## src/rtl/router_pkt_tx.sv

```systemverilog
// Packet transmitter feeding the 1x3 router input port.
// Buffers up to 63 payload bytes, then sends header, payload and parity.
module router_pkt_tx #(
  parameter int GAP_CYCLES = 2
) (
  input  logic       clk,
  input  logic       rstn,
  input  logic       wr_en,
  input  logic [7:0] wr_data,
  output logic       wr_full,
  input  logic       start,
  input  logic [1:0] addr,
  input  logic       corrupt_par,
  input  logic       busy,
  input  logic       router_err,
  output logic [7:0] data_out,
  output logic       pkt_valid,
  output logic       tx_idle,
  output logic       done,
  output logic       req_err,
  output logic       pkt_err
);

  typedef enum logic [2:0] {
    IDLE,
    HEADER,
    PAYLOAD,
    PARITY,
    GAP
  } state_t;

  localparam logic [7:0] GAP_LAST = 8'(GAP_CYCLES - 1);

  state_t     state;
  logic [7:0] mem [63];
  logic [5:0] count;
  logic [5:0] rd_ptr;
  logic [7:0] parity;
  logic [7:0] par_next;
  logic       cor;
  logic [7:0] gap_cnt;
  logic       write_ok;

  // Parity including the byte currently presented to the router.
  assign par_next = parity ^ data_out;

  assign write_ok = (state == IDLE) && wr_en && !start
                    && (count != 6'd63);

  // Payload storage; contents are don't-care after reset.
  always_ff @(posedge clk) begin
    if (write_ok) mem[count] <= wr_data;
  end

  // Transmit FSM with registered outputs computed for the next state.
  always_ff @(posedge clk) begin
    if (!rstn) begin
      state     <= IDLE;
      count     <= '0;
      rd_ptr    <= '0;
      parity    <= '0;
      cor       <= 1'b0;
      gap_cnt   <= '0;
      data_out  <= '0;
      pkt_valid <= 1'b0;
      tx_idle   <= 1'b1;
      done      <= 1'b0;
      req_err   <= 1'b0;
      pkt_err   <= 1'b0;
      wr_full   <= 1'b0;
    end else begin
      done    <= 1'b0;
      req_err <= 1'b0;
      unique case (state)
        IDLE: begin
          if (start) begin
            if (count != 6'd0 && addr != 2'b11) begin
              state     <= HEADER;
              data_out  <= {count, addr};
              pkt_valid <= 1'b1;
              tx_idle   <= 1'b0;
              cor       <= corrupt_par;
              pkt_err   <= 1'b0;
              rd_ptr    <= '0;
              parity    <= '0;
            end else begin
              req_err <= 1'b1;
            end
          end else if (write_ok) begin
            count   <= count + 6'd1;
            wr_full <= (count == 6'd62);
          end
        end
        HEADER: begin
          if (!busy) begin
            parity   <= par_next;
            data_out <= mem[rd_ptr];
            state    <= PAYLOAD;
          end
        end
        PAYLOAD: begin
          if (!busy) begin
            parity <= par_next;
            rd_ptr <= rd_ptr + 6'd1;
            if (rd_ptr == count - 6'd1) begin
              state     <= PARITY;
              pkt_valid <= 1'b0;
              data_out  <= par_next ^ {7'b0, cor};
            end else begin
              data_out <= mem[rd_ptr + 6'd1];
            end
          end
        end
        PARITY: begin
          if (!busy) begin
            done     <= 1'b1;
            count    <= '0;
            wr_full  <= 1'b0;
            data_out <= '0;
            gap_cnt  <= '0;
            state    <= GAP;
          end
        end
        GAP: begin
          if (router_err) pkt_err <= 1'b1;
          if (gap_cnt == GAP_LAST) begin
            state   <= IDLE;
            tx_idle <= 1'b1;
          end else begin
            gap_cnt <= gap_cnt + 8'd1;
          end
        end
        default: state <= IDLE;
      endcase
    end
  end

endmodule

```

## config.mk

```make
export PLATFORM = sky130hd
export DESIGN_NAME = router_pkt_tx
export DESIGN_NICKNAME = d
export VERILOG_FILES = /design/src/rtl/router_pkt_tx.sv
export SDC_FILE = /design/constraint.sdc
export NUM_CORES = 1
export LEC_CHECK = 0
export CAP_MARGIN = 40
export CORE_MARGIN = 4
export CORE_UTILIZATION = 40
export DETAILED_ROUTE_END_ITERATION = 10
export DONT_BUFFER_PORTS = 1
export GPL_ROUTABILITY_DRIVEN = 1
export SLEW_MARGIN = 30
export SYNTH_ARGS = -nofsm -noshare
export SYNTH_HDL_FRONTEND = slang
export SYNTH_SLANG_ARGS = --single-unit
```

## constraint.sdc

```tcl
create_clock -name clk -period 7 [get_ports clk]
set_clock_uncertainty 0.15 [all_clocks]
set_input_delay 1.4 -clock clk [delete_from_list [all_inputs] [get_ports clk]]
set_output_delay 1.4 -clock clk [all_outputs]
set_load 0.05 [all_outputs]
```

## Yosys cells after proc, flatten, opt, wreduce, memory -nomap -nowiden

Memories as Yosys holds them, arrays and structs flattened. A register that Yosys moved wholly into a read port is not among the register bits.
Cells that the tools add are included.

- Bits in registers: 46
- Bits in latches: 0
- Bits in writable memories: 504
- Bits in read-only memories: 0
- Input port bits: 17
- Word-level logic and storage cells: 117
- Memories: 1

- Add/subtract/negate cells: 4
- $mul: 0
- Divide/modulo/power cells: 0
- Magnitude comparators: 0
- Eq/ne operators: 21
- Shift-type cells: 0
- Multiplexer cells: 50
- Bitwise operators: 2
- Reductions and logical operators: 26

Memory list:

| memory | words | width | rd ports | clocked after memory_dff | write ports | line | source |
|---|---|---|---|---|---|---|---|
| mem | 63 | 8 | 2 | 1 | 1 | 35 | `logic [7:0] mem [63];` |

Operator list:

| operator | count |
|---|---|
| $mux W8 | 10 |
| $mux W6 | 8 |
| $pmux W8 S2 | 2 |
| $pmux W8 S4 | 1 |
| $ne A2 B2 Y1 const B | 12 |
| $pmux W6 S2 | 2 |
| $mux W3 | 7 |
| $reduce_and A4 Y1 | 5 |
| $mux W1 | 15 |
| $pmux W3 S5 | 1 |
| $add A6 B1 Y6 const B | 2 |
| $reduce_bool A2 Y1 | 5 |
| $reduce_and A3 Y1 | 3 |
| $add A8 B1 Y8 const B | 1 |
| $eq A8 B1 Y1 const B | 1 |
| $pmux W1 S2 | 4 |
| $xor A8 B1 Y8 | 1 |
| $xor A8 B8 Y8 | 1 |
| $reduce_and A7 Y1 | 1 |
| $eq A3 B2 Y1 const B | 2 |
| $eq A6 B6 Y1 | 1 |
| $eq A6 B6 Y1 const B | 1 |
| $ne A6 B6 Y1 const B | 1 |
| $reduce_and A6 Y1 | 1 |
| other kinds (12) | 15 |

## Depth between registers and ports, before layout

- Depth in word-level cells: 7
- Mapped depth: 13
- Depth with buffers taken out: 9

## Worst setup path after synthesis

OpenSTA, ideal clock, no wires.

- Path type: input -> register
- From: in start
- To: mem mem[36][0] (enable)
- Setup time: 370 ps
- Arrival time: 2634 ps
- Path slack: 3846 ps
- Stages on the path: 4
- Buffers on the path: 0
- Path through: nand3b_1 a21oi_1 nand3_1 nor2_1

- Word-level cells in the longest chain between the ends: 5

RTL lines:

| what | line | source |
|---|---|---|
| start: declaration | 11 | `input logic start,` |
| $logic_not A1 Y1 | 47 | `assign write_ok = (state == IDLE) && wr_en && !start` |
| $logic_and A1 B1 Y1 | 47 |  |
| $logic_and A1 B1 Y1 | 48 | `&& (count != 6'd63);` |
| $mux W1 | 52 | `if (write_ok) mem[count] <= wr_data;` |
| $mux W1 (not written as such) | 52 |  |
| end: declaration | 35 |  |

Every way passes these cells.

## Worst setup path in the final report

- From: reg rd_ptr[1]
- To: reg data_out[3]

- Word-level cells in the longest chain between the ends: 5

RTL lines:

| what | line | source |
|---|---|---|
| start: declaration | 37 | `logic [5:0] rd_ptr;` |
| start signal: assignment | 104 | `rd_ptr <= rd_ptr + 6'd1;` |
| $add A6 B1 Y6 | 110 | `data_out <= mem[rd_ptr + 6'd1];` |
| $mem_v2 Z63 W8 | - |  |
| $mux W8 (*) | 105 | `if (rd_ptr == count - 6'd1) begin` |
| $mux W8 (*) | 102 | `if (!busy) begin` |
| $pmux W8 S4 (*) | 74 | `unique case (state)` |
| end signal: assignment | 79 | `data_out <= {count, addr};` |
| end signal: assignment | 108 | `data_out <= par_next ^ {7'b0, cor};` |
| end signal: assignment | 110 |  |
| end: declaration | 16 | `output logic [7:0] data_out,` |

Mark *: on every way between the ends. The rest lies on a longest branch, timed or not. The select of a mux whose other input is x is not followed.
A chain may end at the register's enable or synchronous reset.

==> impl_metrics.py <==
metrics = {
    "status": {
        "outcome": "finished clean",
    },
    "cts": {
        "clkSlewWorstSetupHoldPaths_ns": 0.07,
        "clockRootBuffer": "clkbuf_16",
        "ctsResizeCount": 0,
        "cts_tree": "done",
        "ctsHoldBuffers": 0,
        "cts_setup_buffers": 0,
        "worst_skew_pair.late_latency_ns": 0.62,
        "clock_path_buffers": 3,
        "cts_made_buffers": 57,
        "cts_max_level": 2,
        "clock_sinks": 556,
    },
    "die": {
        "die_w_um": 266,
        "core_area_sq_um": 65700,
        "die-height_um": 266,
        "ios": 31,
        "initial_core_util": 0.403,
        "dieArea_sq_um": 70500,
        "fp-row-count": 94,
    },
    "grt": {
        "grtUsageTotal": 0.224,
        "antenna_found_initial": 2,
        "grt_pass1_vias": 16200,
        "gr-total-overflow": 0,
        "grt_start_max_net_pins": 119,
        "grt_pass1_wl_um": 117000,
    },
    "cells_and_area": {
        "fin_nets": 1655,
        "mostFrequentLayoutCell": "edfxtp_1",
        "drive_above_1_share": 0.271,
        "layout_common_cells": "504 x edfxtp_1, 248 x mux4_2, 113 x nor2_1, 98 x nand2_1, 66 x mux2i_1",
        "syn_to_final_growth_pct": 12.3,
    },
    "critical_path": {
        "rr_startpoint": "rd_ptr[1]$_SDFFE_PN0P_",
        "cp.arrival_ns": 4.45,
        "cp_top_family": "multiplexers",
        "required_ns": 7.37,
        "rr_endpoint": "data_out[3]$_SDFFE_PN0P_",
        "rr_worst_depth": 8,
        "critPathLaunchType": "flop",
        "crit_slowest_cell": "ha_4",
        "cp-end-kind": "flop",
        "crit_chain": "ha_4 -> buf_16 -> buf_4 -> mux4_2 -> mux4_2 -> mux2i_1 -> a221oi_1 -> o211a_1",
        "path_class": "reg2reg",
        "crit_fanout": 30,
        "max_stage_delay_ns": 0.66,
        "critPathBufInv": 2,
        "reg2reg_slack_ns": 2.92,
        "critical_path.most_common_cell": "mux4_2",
    },
    "pwr": {
        "p_per_area_nw_per_um2": 235,
        "static-leakage-power_nw": 8.85,
        "swShare": 0.204,
        "clockPowerShare": 0.458,
        "peakVddDrop_v": 0.000169,
        "internal-power_mw": 5.57,
        "pwr-share-comb": 0.018,
        "total_power_mw": 7.00,
        "p_seq_frac": 0.523,
        "p_switching_mw": 1.42,
    },
    "min_path": {
        "holdPathEnd": "parity[1]$_SDFFE_PN0P_",
        "min_from": "parity[1]$_SDFFE_PN0P_",
        "whs_path_depth": 2,
        "hold_path.class": "reg2reg",
    },
    "run": {
        "cap_violations": 0,
    },
    "place": {
        "place_ws_ns": 2.93,
        "gp_congestion": 0.971,
        "port_buffers": 0,
        "hpwlAfterDp_um": 52700,
    },
    "sta": {
        "post-route-period-util": 0.583,
        "final.min_clock_period_ns": 4.08,
        "setup_violations": 0,
        "tns_ns": 0,
        "slew_violations": 0,
        "hold_viol": 0,
        "layout_setup_ws_ns": 2.92,
        "clock.fmax_mhz": 245,
        "fin_hold_ws_ns": 0.355,
        "slew-limit-headroom": 0.370,
        "worst_pin_slew_ns": 0.941,
        "rsz0062_at_grt": "no",
    },
    "routing": {
        "drt_pre_antenna_iters": 8,
        "antenna_left": 0,
        "dr.first_iter.drc_count": 2133,
        "viasPerCell": 6.45,
        "drt_wl_total_um": 79800,
        "drc": 0,
        "vias": 16400,
        "wl_per_cell_um": 31.3,
    },
    "synth": {
        "synth_seq_cells": 556,
        "synthFlopType": "edfxtp_1",
        "synth_top_area_frac": 0.571,
        "synth.yosys.seq_area_share": 0.610,
        "syn-instance-count": 1609,
        "synth-edff-count": 504,
        "yosys.area.top_type": "edfxtp_1",
        "synth_area_leaders": "edfxtp_1 57%, mux4_2 21%, dfxtp_1 3.9%, mux2i_1 2.5%, nor2_1 1.8%",
        "synth_area_per_cell_sq_um": 16.5,
        "syn_nets": 1632,
        "ys_warn_count": 0,
        "synth_area_sq_um": 26500,
        "synth_cell_type_count": 71,
        "ys_async_sr_fraction": 0,
    },
}
-- cells in the mapped netlist, types with 3 or more instances --
library cell and number:
a2111oi_0 4, a211oi_1 12, a21oi_1 31, a221oi_1 12, a22o_1 4, a22oi_1 14
a311oi_1 7, a31oi_1 10, and2_1 6, and3_1 6, buf_1 5, buf_2 49
buf_4 15, buf_6 3, clkbuf_1 44, dfxtp_1 52, edfxtp_1 504, ha_1 6
inv_1 10, mux2_2 5, mux2i_1 66, mux4_2 248, nand2_1 98, nand2b_1 8
nand3_1 43, nand3b_1 8, nand4_1 9, nor2_1 126, nor2b_1 13, nor3_1 22
nor4_1 5, o2111ai_1 3, o211ai_1 13, o21ai_0 47, o21ai_1 3, o22ai_1 5
o31a_1 3, or2_2 5, or3_1 11, xnor2_1 15, xor2_1 18
-- metrics by stage --
step	area [sq um]	utilization	std cells
finish	29800	0.453	2545
global route	29800	0.453	2544
floorplan	26500	-	1609
CTS	29700	0.451	2531
detailed placement	27700	0.421	2424
global placement	27300	0.415	2379
-- cell families after synthesis --
family,count (synthesis),synth area share
flops,556,0.610
simple gates,373,0.0656
mux,319,0.238
compound gates,194,0.0499
buf+inv,128,0.0234
xor+xnor,33,0.0109
fa+ha+maj,6,0.00283
-- sequential cells by signal, indices dropped and copies added (netlist names), named ones only --
register / count
mem: 504
data_out: 8
gap_cnt: 8
parity: 8
count: 6
rd_ptr: 6
state: 3
cor: 1
done: 1
pkt_err: 1
pkt_valid: 1
req_err: 1
tx_idle: 1
wr_full: 1
-- tightest hold or removal path: cells and delay by family (launching register included) --
family | cells | cell delay [ns]
flip-flops | 1 | 0.32
AO/OA/AOI/OAI | 2 | 0.13
-- how the worst max path moves through the flow --
| stage | cells after the start | slack, ns | start | end |
|---|---|---|---|---|
| 3_5_place_dp | 8 | 2.93 | rd_ptr[1]$_SDFFE_PN0P_ | data_out[3]$_SDFFE_PN0P_ |
| 5_1_grt | 8 | 2.80 | rd_ptr[1]$_SDFFE_PN0P_ | data_out[3]$_SDFFE_PN0P_ |
| 4_1_cts | 8 | 2.92 | rd_ptr[1]$_SDFFE_PN0P_ | data_out[3]$_SDFFE_PN0P_ |
| 6_report | 8 | 2.92 | rd_ptr[1]$_SDFFE_PN0P_ | data_out[3]$_SDFFE_PN0P_ |
| 2_1_floorplan | 4 | 3.85 | start | mem[36][0]$_DFFE_PP_ |
| 3_3_place_gp | 8 | 2.77 | rd_ptr[1]$_SDFFE_PN0P_ | data_out[1]$_SDFFE_PN0P_ |
-- layout make-up --
type | count | area [sq um]
Timing Repair Buffer | 80 | 688
Tap cell | 864 | 1080
Antenna cell | 1 | 2.50
Clock inverter | 38 | 474
Clock buffer | 69 | 1470
Sequential cell | 556 | 16200
Inverter | 12 | 45.0
Multi-Input combinational cell | 925 | 9830
Fill cell | 5622 | 36000
-- power by group through the flow --
stage / combinational [mW] / clock [mW] / sequential [mW]
5_1_grt: 0.136 / 3.40 / 3.66
3_3_place_gp: 0.120 / 0 / 3.73
4_1_cts: 0.124 / 3.25 / 3.66
2_1_floorplan: 0.0853 / 0 / 3.73
3_5_place_dp: 0.123 / 0 / 3.73
6_report: 0.128 / 3.21 / 3.66
-- metal layers --
metal	wire [um]	vias up	global-route usage	part of all wire
li1	-	6658	-	-
met1	31000	8547	0.317	0.39
met4	3420	0	0.0834	0.043
met2	36400	1022	0.345	0.46
met5	0	-	0	0
met3	8880	186	0.0478	0.11
No activity file was read; power rests on OpenSTA's default activity.
